## src/rtl/game_prbs_draw_pkg.sv

```systemverilog
// Shared types and helpers for the game PRBS draw block.
//  state_e   : draw FSM states
//  TAPS_Wn   : known-good Fibonacci feedback masks for common widths
//  lfsr_next : one Fibonacci shift, result masked to w bits
package game_prbs_draw_pkg;

   typedef enum logic [1:0] {
      IDLE  = 2'd0,
      STEP  = 2'd1,
      CHECK = 2'd2,
      HOLD  = 2'd3
   } state_e;

   localparam int unsigned MAX_W = 32;

   // Feedback masks: bit i set => lfsr[i] joins the XOR
   localparam logic [MAX_W-1:0] TAPS_W4  = 32'h0000_000C;  // x^4+x^3+1
   localparam logic [MAX_W-1:0] TAPS_W6  = 32'h0000_0030;  // x^6+x^5+1
   localparam logic [MAX_W-1:0] TAPS_W8  = 32'h0000_00B8;  // x^8+x^6+x^5+x^4+1
   localparam logic [MAX_W-1:0] TAPS_W16 = 32'h0000_B400;  // x^16+x^14+x^13+x^11+1
   localparam logic [MAX_W-1:0] TAPS_W32 = 32'h8020_0003;  // x^32+x^22+x^2+x+1

   // Shift left by one, feeding the parity of the tapped bits into bit 0
   function automatic logic [MAX_W-1:0] lfsr_next(input logic [MAX_W-1:0] state,
                                                  input logic [MAX_W-1:0] taps,
                                                  input int unsigned      w);
      logic             fb;
      logic [MAX_W-1:0] mask;
      fb   = ^(state & taps);
      mask = (w >= MAX_W) ? '1 : ((MAX_W'(1) << w) - MAX_W'(1));
      return {state[MAX_W-2:0], fb} & mask;
   endfunction

endpackage

```

## src/rtl/game_prbs_draw_lfsr_core.sv

```systemverilog
// Fibonacci LFSR state register with load and step enables.
//  clock, rst_n : clock, async active-low reset (state -> DEFAULT_SEED)
//  load_i       : load seed_i (zero seed replaced by DEFAULT_SEED); wins over step_i
//  seed_i       : seed value
//  step_i       : advance one shift
//  state_o      : current LFSR state, never zero
module game_lfsr_core
   import game_prbs_draw_pkg::*;
#(
   parameter int unsigned    W            = 6,
   parameter logic [W-1:0]   TAPS         = 6'b110000,
   parameter logic [W-1:0]   DEFAULT_SEED = 6'b000001
) (
   input  logic         clock,
   input  logic         rst_n,
   input  logic         load_i,
   input  logic [W-1:0] seed_i,
   input  logic         step_i,
   output logic [W-1:0] state_o
);

   logic [W-1:0] state_q, state_d, stepped;

   // Next shift value; an all-zero result would lock up, so reseed instead
   always_comb begin
      stepped = W'(lfsr_next(MAX_W'(state_q), MAX_W'(TAPS), W));
      if (stepped == '0) stepped = DEFAULT_SEED;
   end

   always_comb begin
      state_d = state_q;
      if (load_i)      state_d = (seed_i == '0) ? DEFAULT_SEED : seed_i;
      else if (step_i) state_d = stepped;
   end

   always_ff @(posedge clock or negedge rst_n) begin
      if (!rst_n) state_q <= DEFAULT_SEED;
      else        state_q <= state_d;
   end

   assign state_o = state_q;

endmodule

```

## src/rtl/game_prbs_draw.sv

```systemverilog
// Draw-handshake random source: each accepted request returns one value in
// [0, limit) by rejection-sampling LFSR candidates, with a bounded number of
// retries and a deterministic folding fallback.
//  clock, rst_n          : clock, async active-low reset
//  new_game, seed        : reload LFSR and abort any draw in flight
//  req_valid/req_ready   : draw request handshake (ready only in IDLE)
//  limit                 : range bound, sampled at request accept (0 = full range)
//  rsp_valid/rsp_ready   : result handshake
//  rsp_data, fallback    : drawn value; fallback marks the folded-candidate path
module game_prbs_draw
   import game_prbs_draw_pkg::*;
#(
   parameter int unsigned  W            = 6,
   parameter logic [W-1:0] TAPS         = 6'b110000,
   parameter logic [W-1:0] DEFAULT_SEED = 6'b000001,
   parameter int unsigned  STEPS        = W,
   parameter int unsigned  MAX_TRIES    = 4
) (
   input  logic         clock,
   input  logic         rst_n,
   input  logic         new_game,
   input  logic [W-1:0] seed,
   input  logic         req_valid,
   output logic         req_ready,
   input  logic [W-1:0] limit,
   output logic         rsp_valid,
   input  logic         rsp_ready,
   output logic [W-1:0] rsp_data,
   output logic         fallback
);

   localparam int unsigned SCW = (STEPS < 2) ? 1 : $clog2(STEPS);
   localparam int unsigned TCW = $clog2(MAX_TRIES + 1);

   state_e         state_q, state_d;
   logic [SCW-1:0] step_cnt_q, step_cnt_d;
   logic [TCW-1:0] try_q, try_d, try_inc;
   logic [W-1:0]   lim_q, lim_d;
   logic           rsp_valid_q, rsp_valid_d;
   logic [W-1:0]   rsp_data_q, rsp_data_d;
   logic           fallback_q, fallback_d;
   logic           step_en, load_en;
   logic [W-1:0]   lfsr_state;
   logic [W-1:0]   lim_m1, fold_mask, masked, fold_val;

   game_lfsr_core #(
      .W            (W),
      .TAPS         (TAPS),
      .DEFAULT_SEED (DEFAULT_SEED)
   ) u_lfsr (
      .clock   (clock),
      .rst_n   (rst_n),
      .load_i  (load_en),
      .seed_i  (seed),
      .step_i  (step_en),
      .state_o (lfsr_state)
   );

   // Fallback fold: smearing the leading one of lim-1 downward gives 2^clog2(lim)-1,
   // so the masked candidate is < 2*lim and one conditional subtract brings it below lim
   always_comb begin
      lim_m1 = lim_q - W'(1);
      fold_mask[W-1] = lim_m1[W-1];
      for (int i = int'(W) - 2; i >= 0; i--) begin
         fold_mask[i] = fold_mask[i+1] | lim_m1[i];
      end
      masked   = lfsr_state & fold_mask;
      fold_val = (masked >= lim_q) ? (masked - lim_q) : masked;
   end

   assign try_inc   = try_q + TCW'(1);
   assign req_ready = (state_q == IDLE) && !new_game;

   // Next-state and register-input logic
   always_comb begin
      state_d     = state_q;
      step_cnt_d  = step_cnt_q;
      try_d       = try_q;
      lim_d       = lim_q;
      rsp_valid_d = rsp_valid_q;
      rsp_data_d  = rsp_data_q;
      fallback_d  = fallback_q;
      step_en     = 1'b0;
      load_en     = 1'b0;

      if (new_game) begin
         load_en     = 1'b1;
         state_d     = IDLE;
         rsp_valid_d = 1'b0;
      end else begin
         unique case (state_q)
            IDLE: begin
               if (req_valid) begin
                  lim_d      = limit;
                  step_cnt_d = '0;
                  try_d      = '0;
                  state_d    = STEP;
               end
            end
            STEP: begin
               step_en    = 1'b1;
               step_cnt_d = step_cnt_q + SCW'(1);
               if (step_cnt_q == SCW'(STEPS - 1)) state_d = CHECK;
            end
            CHECK: begin
               if (lim_q == '0 || lfsr_state < lim_q || lim_q == W'(1)) begin
                  rsp_data_d  = (lim_q == W'(1)) ? '0 : lfsr_state;
                  fallback_d  = 1'b0;
                  rsp_valid_d = 1'b1;
                  state_d     = HOLD;
               end else if (try_inc < TCW'(MAX_TRIES)) begin
                  try_d      = try_inc;
                  step_cnt_d = '0;
                  state_d    = STEP;
               end else begin
                  rsp_data_d  = fold_val;
                  fallback_d  = 1'b1;
                  rsp_valid_d = 1'b1;
                  state_d     = HOLD;
               end
            end
            HOLD: begin
               if (rsp_ready) begin
                  rsp_valid_d = 1'b0;
                  state_d     = IDLE;
               end
            end
            default: state_d = IDLE;
         endcase
      end
   end

   always_ff @(posedge clock or negedge rst_n) begin
      if (!rst_n) begin
         state_q     <= IDLE;
         step_cnt_q  <= '0;
         try_q       <= '0;
         lim_q       <= '0;
         rsp_valid_q <= 1'b0;
         rsp_data_q  <= '0;
         fallback_q  <= 1'b0;
      end else begin
         state_q     <= state_d;
         step_cnt_q  <= step_cnt_d;
         try_q       <= try_d;
         lim_q       <= lim_d;
         rsp_valid_q <= rsp_valid_d;
         rsp_data_q  <= rsp_data_d;
         fallback_q  <= fallback_d;
      end
   end

   assign rsp_valid = rsp_valid_q;
   assign rsp_data  = rsp_data_q;
   assign fallback  = fallback_q;

endmodule

```

## config.mk

```make
export PLATFORM = sky130hd
export DESIGN_NAME = game_prbs_draw
export DESIGN_NICKNAME = d
export VERILOG_FILES = /design/src/rtl/game_prbs_draw_pkg.sv /design/src/rtl/game_prbs_draw_lfsr_core.sv /design/src/rtl/game_prbs_draw.sv
export SDC_FILE = /design/constraint.sdc
export NUM_CORES = 1
export LEC_CHECK = 0
export CAP_MARGIN = 20
export CORE_MARGIN = 3
export CORE_UTILIZATION = 56
export CTS_CLUSTER_DIAMETER = 40
export DETAILED_ROUTE_END_ITERATION = 12
export PLACE_DENSITY = 0.83
export SYNTH_ARGS = -nofsm -noshare
export SYNTH_HDL_FRONTEND = slang
export SYNTH_SLANG_ARGS = --single-unit
export TNS_END_PERCENT = 50
```

## constraint.sdc

```tcl
create_clock -name clock -period 4.48 [get_ports clock]
set_clock_uncertainty 0.05 [all_clocks]
set_input_delay 0.448 -clock clock [delete_from_list [all_inputs] [get_ports clock]]
set_output_delay 0.448 -clock clock [all_outputs]
set_load 0.02 [all_outputs]
```

**After elaboration in Yosys (flattened, before gate mapping)**

Cells that the tools add are included.

- Register bits: 28
- Bits of input ports: 17

- Add/sub/neg operators: 4
- Order comparisons: 3
- Equality and inequality tests: 13
- Muxes and demuxes: 31
- Bitwise operators: 7
- Reductions and logical operators: 19

Operator list:

| operator | count |
|---|---|
| $mux 6 | 8 |
| $reduce_xor 32->1 | 1 |
| $logic_not 6->1 | 3 |
| $mux 3 | 5 |
| $mux 2 | 6 |
| $reduce_and 3->1 | 4 |
| $reduce_and 5->1 | 2 |
| $ne 3x3->1 const B | 3 |
| $pmux 3 s3 | 1 |
| $mux 1 | 8 |
| $ne 2x2->1 const B | 4 |
| $pmux 2 s4 | 1 |
| $add 3x1->3 const B | 2 |
| $and 6x6->6 | 1 |
| $eq 6x1->1 const B | 1 |
| $ge 6x6->1 | 1 |
| $lt 6x6->1 | 1 |
| $pmux 3 s2 | 1 |
| $reduce_bool 3->1 | 2 |
| $sub 6x1->6 const B | 1 |
| $sub 6x6->6 | 1 |
| $or 1x1->1 | 5 |
| $eq 2x2->1 const B | 2 |
| $ne 4x4->1 const B | 1 |
| 10 further kinds | 12 |

**Depth between registers and ports, before layout**

Gate-level depths: netlist of run 1.

- Depth in word-level cells: 11
- Gate-level depth with buffers: 14
- Depth with buffers taken out: 13

**Hierarchy**

From an unflattened synthesis of run 1, not the netlist that was laid out.

- Cells, all modules: 241
- Area, all modules: 2142.1 um^2

By module, submodules not included:

| module | times used | cells an instance | area each (um^2) | seq. area each (um^2) |
|---|---|---|---|---|
| game_prbs_draw | 1 | 208 | 1824.2 | 550.5 |
| game_lfsr_core | 1 | 33 | 317.8 | 151.4 |

**Worst setup path after synthesis of run 1**

No wires, ideal clock.

- Path kind: reg-to-reg
- From: register lim_q[0]
- To: register rsp_data_q[2] (netlist: rsp_data[2])
- Arrival: 3.276 ns
- Setup slack: 1.015 ns
- Stages on the path, launching flop included: 15
- Clock period less this slack: 3.465 ns
- Cell sequence: dfrtp_1 inv_1 ha_1 clkbuf_1 xor2_1 o41ai_2 ha_1 inv_1 fa_1 a211o_1 o211ai_2 a31oi_1 a21oi_2 nor4b_1 or4_1

- Word-level cells in the longest chain between the ends: 11
- Elaborated cells on any way between the ends: 20
- Classes of those cells: add/sub: 2; order compare: 2; eq/ne: 2; mux: 4; bitwise: 6; reduce/logical: 4

RTL lines:

| element | RTL line | text |
|---|---|---|
| start: declaration | game_prbs_draw.sv:38 | `logic [W-1:0] lim_q, lim_d;` |
| start signal: assignment | game_prbs_draw.sv:146 | `lim_q <= lim_d;` |
| $sub 6x1->6 | game_prbs_draw.sv:62 | `lim_m1 = lim_q - W'(1);` |
| $or 1x1->1 (5 in a row) | game_prbs_draw.sv:65 | `fold_mask[i] = fold_mask[i+1] \| lim_m1[i];` |
| $and 6x6->6 | game_prbs_draw.sv:67 | `masked = lfsr_state & fold_mask;` |
| $sub 6x6->6 or $ge 6x6->1 (tied branches) | game_prbs_draw.sv:68 | `fold_val = (masked >= lim_q) ? (masked - lim_q) : masked;` |
| $mux 6 | game_prbs_draw.sv:68 |  |
| $mux 6 | game_prbs_draw.sv:111 | `end else if (try_inc < TCW'(MAX_TRIES)) begin` |
| $mux 6 | game_prbs_draw.sv:106 | `if (lim_q == '0 \|\| lfsr_state < lim_q \|\| lim_q == W'(1)) begin` |
| end signal: assignment | game_prbs_draw.sv:148 | `rsp_data_q <= rsp_data_d;` |
| end: declaration | game_prbs_draw.sv:40 | `logic [W-1:0] rsp_data_q, rsp_data_d;` |

Parallel ways exist; a longest one is shown, timed or not. The select of a mux whose other input is x is not followed.
A chain may end at the register's enable or synchronous reset.

**Worst setup path in the final report of run 1**

Same ends and word-level chain as after synthesis.

==> flow_summary_export.csv, run 1 <==
group,metric,value,unit
route,avgViaCountPerCell,6.29,
critical_path,worstPathArrival,3930,ps
flow_run,cap_violations,0,
sta,hold_viol_final,0,
critical_path,worstPathMaxFanout,8,
synth,synth-seq-cells,28,
route,drt_iter0_drc,124,
clock_network,clockRootBuffer,"clkbuf_8",
hold_path,hold_path.class,"flip-flop to flip-flop",
sta,finalMaxSlewViolations,0,
clock_network,cts_resized,0,
outcome,status,"finished clean",
power_and_ir_drop,leakage,1.05,nW
sta,rsz0062_at_grt,"no",
synth,ys_warn_count,0,
cells_and_area,nets,292,
cells_and_area,drive_gt1_share,6.59,%
synth,yosysSeqAreaShare,33.6,%
global_routing,grt_usage,24.0,%
floorplan,die_x,67.1,um
cells_and_area,final_common_cell,"dfrtp_1",
clock_network,path_clk_slew,90,ps
route,num_vias,1911,
clock_network,numCtsBuffers,3,
sta,finalWorstSetupSlack,651,ps
critical_path,reg2reg_depth,13,
place,io_buffers,25,
clock_network,cts.path.max_buffers,2,
synth,syn_area,2090,um2
place,gp_congestion,0.869,
place,dpl_worst_slack,715,ps
floorplan,num_rows,21,
synth,synth_cells,237,
power_and_ir_drop,irDropWorstVdd,0.000221,V
cells_and_area,multi_input_area,1280,um2
synth,synth.distinct_cells,55,
global_routing,antenna_found_initial,0,
cells_and_area,n_fill_cell,293,
synth,synth.net_count,270,
global_routing,grt_overflow,0,
power_and_ir_drop,power.density,497,nW/um2
synth,synth_ff_type,"dfrtp_1",
clock_network,clock_sinks,28,
clock_network,cts_setup_buffers,0,
route,totalWireLength,4.96,mm
sta,finalSetupTns,0,ps
cells_and_area,syn_to_final_growth,15.6,%
route,ant_nets,0,
clock_network,postCtsHoldBufs,0,
floorplan,start_util,60.2,%
global_routing,grt_start_max_net_pins,29,
clock_network,htreeDepth,1,
route,wl_per_cell,16.3,um
sta,setup_violations,0,
floorplan,die_h,67.1,um
cells_and_area,final_cell_mix,"dfrtp_1 (27), clkdlybuf4s50_1 (25), o21ai_0 (24)",
sta,fin_crit_sh,85.5,%
cells_and_area,diodes,0,
global_routing,grt_pass1_wl,8.09,mm
critical_path,critPathCaptureType,"flip-flop",
sta,worstMarginPinSlew,760,ps
floorplan,ios,26,
critical_path,cp-start-kind,"flip-flop",
synth,synth-edff-count,0,
synth,synth.avg_cell_area,8.82,um2
route,drt_pass1_iterations,4,
floorplan,die_area,4500,um2
hold_path,min_path_cells,1,
clock_network,cts_tree,"yes",
synth,async_flop_share,100,%
sta,finalCriticalPeriod,3830,ps
critical_path,critical_path_class,"flip-flop to flip-flop",
route,post-route-drc-count,0,
cells_and_area,seq_area,702,um2
sta,fmax,261,MHz
clock_network,clk_latency,280,ps
floorplan,core_area,3470,um2
critical_path,required,4580,ps
sta,slew-limit-headroom,48.9,%
global_routing,grt_pass1_vias,1772,
place,post-dp-hpwl,3.74,mm
==> logic make-up after synthesis <==
family / after synthesis / synth area share (%)
compound gates: 79 / 25.9
simple gates: 72 / 18.9
flops: 28 / 33.6
buf+inv: 27 / 4.91
fa+ha+maj: 16 / 9.94
mux: 9 / 4.31
xor+xnor: 6 / 2.51
==> flip-flops by register name, summed over array words and instances, names as in the netlist <==
register        flops
lim_q               6
rsp_data            6
u_lfsr.state_o      6
step_cnt_q          3
try_q               3
state_q             2
fallback            1
rsp_valid           1
==> path summary, 6_finish.rpt <==
check / from / endpoint / slack (ps)
worst max-delay path: lim_q[0]$_DFFE_PN0P_ / rsp_data[2]$_DFFE_PN0P_ / 650
worst min-delay path: rsp_data[5]$_DFFE_PN0P_ / rsp_data[5]$_DFFE_PN0P_ / 460
worst max register to register: lim_q[0]$_DFFE_PN0P_ / rsp_data[2]$_DFFE_PN0P_ / 650
worst min register to register: rsp_data[5]$_DFFE_PN0P_ / rsp_data[5]$_DFFE_PN0P_ / 460
max in group asynchronous: rst_n / u_lfsr.state_o[0]$_DFFE_PN1P_ / 3580
min in group asynchronous: rst_n / lim_q[3]$_DFFE_PN0P_ / 490
==> layout make-up <==
| class | instances | share of cell area (%) |
|---|---|---|
| clock buffers | 4 | 1.87 |
| inverters | 18 | 2.80 |
| multi-input cells | 182 | 53.2 |
| flip-flops and latches | 28 | 29.1 |
| well taps | 46 | 2.38 |
| repair buffers | 26 | 10.7 |
==> routing by layer <==
layer	track usage, %	part of all wire (%)	vias to the layer above
li1	-	-	921
met5	0	0	-
met3	3.88	5.8	13
met4	9.87	2.7	0
met2	40.4	48	65
met1	30.3	43	912
==> cell usage after synthesis, drive strengths merged (4+ instances only) <==
cell type  instances  area share [%]
nand3             10             2.6
nor2b              4             1.6
o221ai             4             1.7
ha                15             9.0
and3               5             1.5
a21o               4             1.4
a21oi             12             3.1
nand2             21             3.8
dfrtp             27              32
mux2i              9             4.3
nor3               6             1.7
clkbuf             8             1.4
a22oi              4             1.4
inv               18             3.2
o21ai             25             6.0
xnor2              5             2.1
nor2               9             2.1
==> metrics by stage <==
stage,area [um2],cells,hold WS (ps),util (%),power (mW)
final,2410,304,462,69.6,1.20
after global routing,2410,304,487,69.6,1.29
after CTS,2410,304,467,69.6,1.19
after detailed placement,2370,300,445,68.3,1.05
after global placement,2370,300,446,68.3,1.03
after floorplan,2090,237,102,-,0.871
==> critical path, cell delays in order, from the launching register on <==
cell	delay, ps
dfrtp_1	510
inv_1	150
ha_1	320
xor2_1	180
o41ai_2	270
ha_1	250
inv_1	60
fa_1	420
a211o_1	290
o211ai_2	90
a31oi_1	130
a21oi_2	370
nor4b_1	110
or4_1	500
==> power by group <==
group	internal, mW	switching, mW	total [mW]
registers	0.317	0.0802	0.397
clock network	0.0639	0.0787	0.143
logic	0.294	0.365	0.659
total	0.675	0.524	1.20
No activity file was read; power rests on OpenSTA's default activity.
==> inputs of run 2 (changes only) <==
--- a/config.mk
+++ b/config.mk
@@ -10,6 +10,8 @@
 export CORE_UTILIZATION = 56
 export CTS_CLUSTER_DIAMETER = 40
 export DETAILED_ROUTE_END_ITERATION = 12
+export GPL_TIMING_DRIVEN = 0
+export MAX_ROUTING_LAYER = met4
 export PLACE_DENSITY = 0.83
 export SYNTH_ARGS = -nofsm -noshare
 export SYNTH_HDL_FRONTEND = slang
==> constraint.sdc (replaced) <==
create_clock -name clock -period 4.3 [get_ports clock]
set_clock_uncertainty 0.05 [all_clocks]
set_input_delay 0.43 -clock clock [delete_from_list [all_inputs] [get_ports clock]]
set_output_delay 0.43 -clock clock [all_outputs]
set_load 0.02 [all_outputs]
==> flow_summary_export.csv, run 2 (synthesis gave the netlist of run 1 again) <==
group,metric,value,unit
floorplan,start_util,60.2,%
route,avgViaCountPerCell,6.07,
flow_run,cap_violations,0,
hold_path,hold_path.class,"flip-flop to flip-flop",
critical_path,r2r_setup_slack,330,ps
clock_network,path_clk_slew,100,ps
clock_network,cts_setup_buffers,0,
power_and_ir_drop,fin_total_pwr,1.28,mW
critical_path,cp-start-kind,"flip-flop",
floorplan,die_area,4500,um2
sta,slew-limit-headroom,48.0,%
sta,worstMarginPinSlew,773,ps
critical_path,reg2reg_depth,14,
clock_network,numCtsBuffers,3,
critical_path,worstPathArrival,4060,ps
global_routing,grt_usage,24.2,%
global_routing,grtUsageMet2,38.3,%
global_routing,grt_overflow,0,
route,wl_per_cell,15.7,um
place,dpl_worst_slack,312,ps
floorplan,ios,26,
route,post-route-drc-count,0,
route,num_vias,1895,
critical_path,critical_path_class,"flip-flop to flip-flop",
cells_and_area,diodes,0,
global_routing,antenna_found_initial,0,
power_and_ir_drop,irDropWorstVdd,0.000253,V
route,totalWireLength,4.91,mm
outcome,status,"finished clean",
global_routing,grt_pass1_vias,1783,
sta,finalMaxSlewViolations,0,
place,gp_congestion,0.939,
place,io_buffers,24,
sta,fmax,252,MHz
clock_network,clock_sinks,28,
floorplan,die_h,67.1,um
cells_and_area,n_fill_cell,292,
critical_path,required,4390,ps
sta,finalSetupTns,0,ps
clock_network,htreeDepth,1,
power_and_ir_drop,leakage,1.08,nW
global_routing,grt_pass1_wl,8.10,mm
sta,setup_violations,0,
floorplan,die_x,67.1,um
sta,finalCriticalPeriod,3970,ps
floorplan,core_area,3470,um2
clock_network,cts_tree,"yes",
global_routing,grtUsageMet1,32.1,%
cells_and_area,final_cell_mix,"dfrtp_1 (27), o21ai_0 (24), clkdlybuf4s50_1 (24)",
route,ant_nets,0,
power_and_ir_drop,power.density,518,nW/um2
clock_network,clockRootBuffer,"clkbuf_8",
sta,hold_viol_final,0,
global_routing,busiest_layer,"met2",
critical_path,worstPathMaxFanout,8,
hold_path,min_path_cells,1,
sta,fin_crit_sh,92.4,%
sta,rsz0062_at_grt,"no",
clock_network,clk_latency,270,ps
floorplan,num_rows,21,
clock_network,cts.path.max_buffers,2,
critical_path,critPathCaptureType,"flip-flop",
cells_and_area,syn_to_final_growth,18.6,%
cells_and_area,final_common_cell,"dfrtp_1",
cells_and_area,drive_gt1_share,7.14,%
place,post-dp-hpwl,3.80,mm
sta,finalWorstSetupSlack,327,ps
global_routing,grt_start_max_net_pins,18,
route,drt_iter0_drc,118,
route,drt_pass1_iterations,4,
cells_and_area,nets,300,
global_routing,use_met3,2.02,%
run 2: cell type report:
cell class	count	area (um2)	area share (%)
multi-input combinational	182	1290	52.2
sequential	28	702	28.3
timing repair buffer	25	268	10.8
inverter	18	67.6	2.73
tap	46	57.6	2.32
clock buffer	4	55.1	2.22
buffer	9	35.0	1.41
run 2: metal layers:
metal | share of wire [%] | up-vias
li1 | - | 937
met5 | 0 | -
met4 | 1.8 | 0
met1 | 47 | 893
met2 | 47 | 57
met3 | 4.3 | 8
run 2: power breakdown:
group | switching, mW | internal [mW]
registers | 0.0742 | 0.331
clock network | 0.0841 | 0.0820
logic | 0.397 | 0.316
run 2: what timing repair did:
item / CTS / global route
hold buffers: 0 / 0
gates resized for setup: 0 / 1
endpoints found under the setup margin: 0 / 1
run 2: final timing paths:
| kind | from | end |
|---|---|---|
| max reg2reg | lim_q[1]$_DFFE_PN0P_ | rsp_data[2]$_DFFE_PN0P_ |
| max in group asynchronous | rst_n | u_lfsr.state_o[0]$_DFFE_PN1P_ |
| min in group asynchronous | rst_n | try_q[2]$_DFFE_PN0P_ |
| max | lim_q[1]$_DFFE_PN0P_ | rsp_data[2]$_DFFE_PN0P_ |
| min reg2reg | rsp_data[5]$_DFFE_PN0P_ | rsp_data[5]$_DFFE_PN0P_ |
| min | rsp_data[5]$_DFFE_PN0P_ | rsp_data[5]$_DFFE_PN0P_ |
run 2: worst max-delay path, stage by stage, from the launching register on:
cell	delay (ps)
dfrtp_1	440
inv_1	260
ha_1	200
clkbuf_1	280
xor2_1	130
o41ai_2	300
ha_1	240
inv_1	60
fa_1	440
a211o_1	300
o211ai_2	110
a31oi_1	160
a21oi_4	280
nor4b_1	90
or4_1	510
run 2: metrics by stage:
stage | util [%] | cells | instance area [um2] | hold WS [ps]
after floorplan | - | 237 | 2090 | 84.4
after global placement | 68.8 | 307 | 2390 | 445
after detailed placement | 69.6 | 308 | 2410 | 447
after CTS | 71.2 | 312 | 2470 | 465
after global routing | 71.4 | 312 | 2480 | 472
final | 71.4 | 312 | 2480 | 456
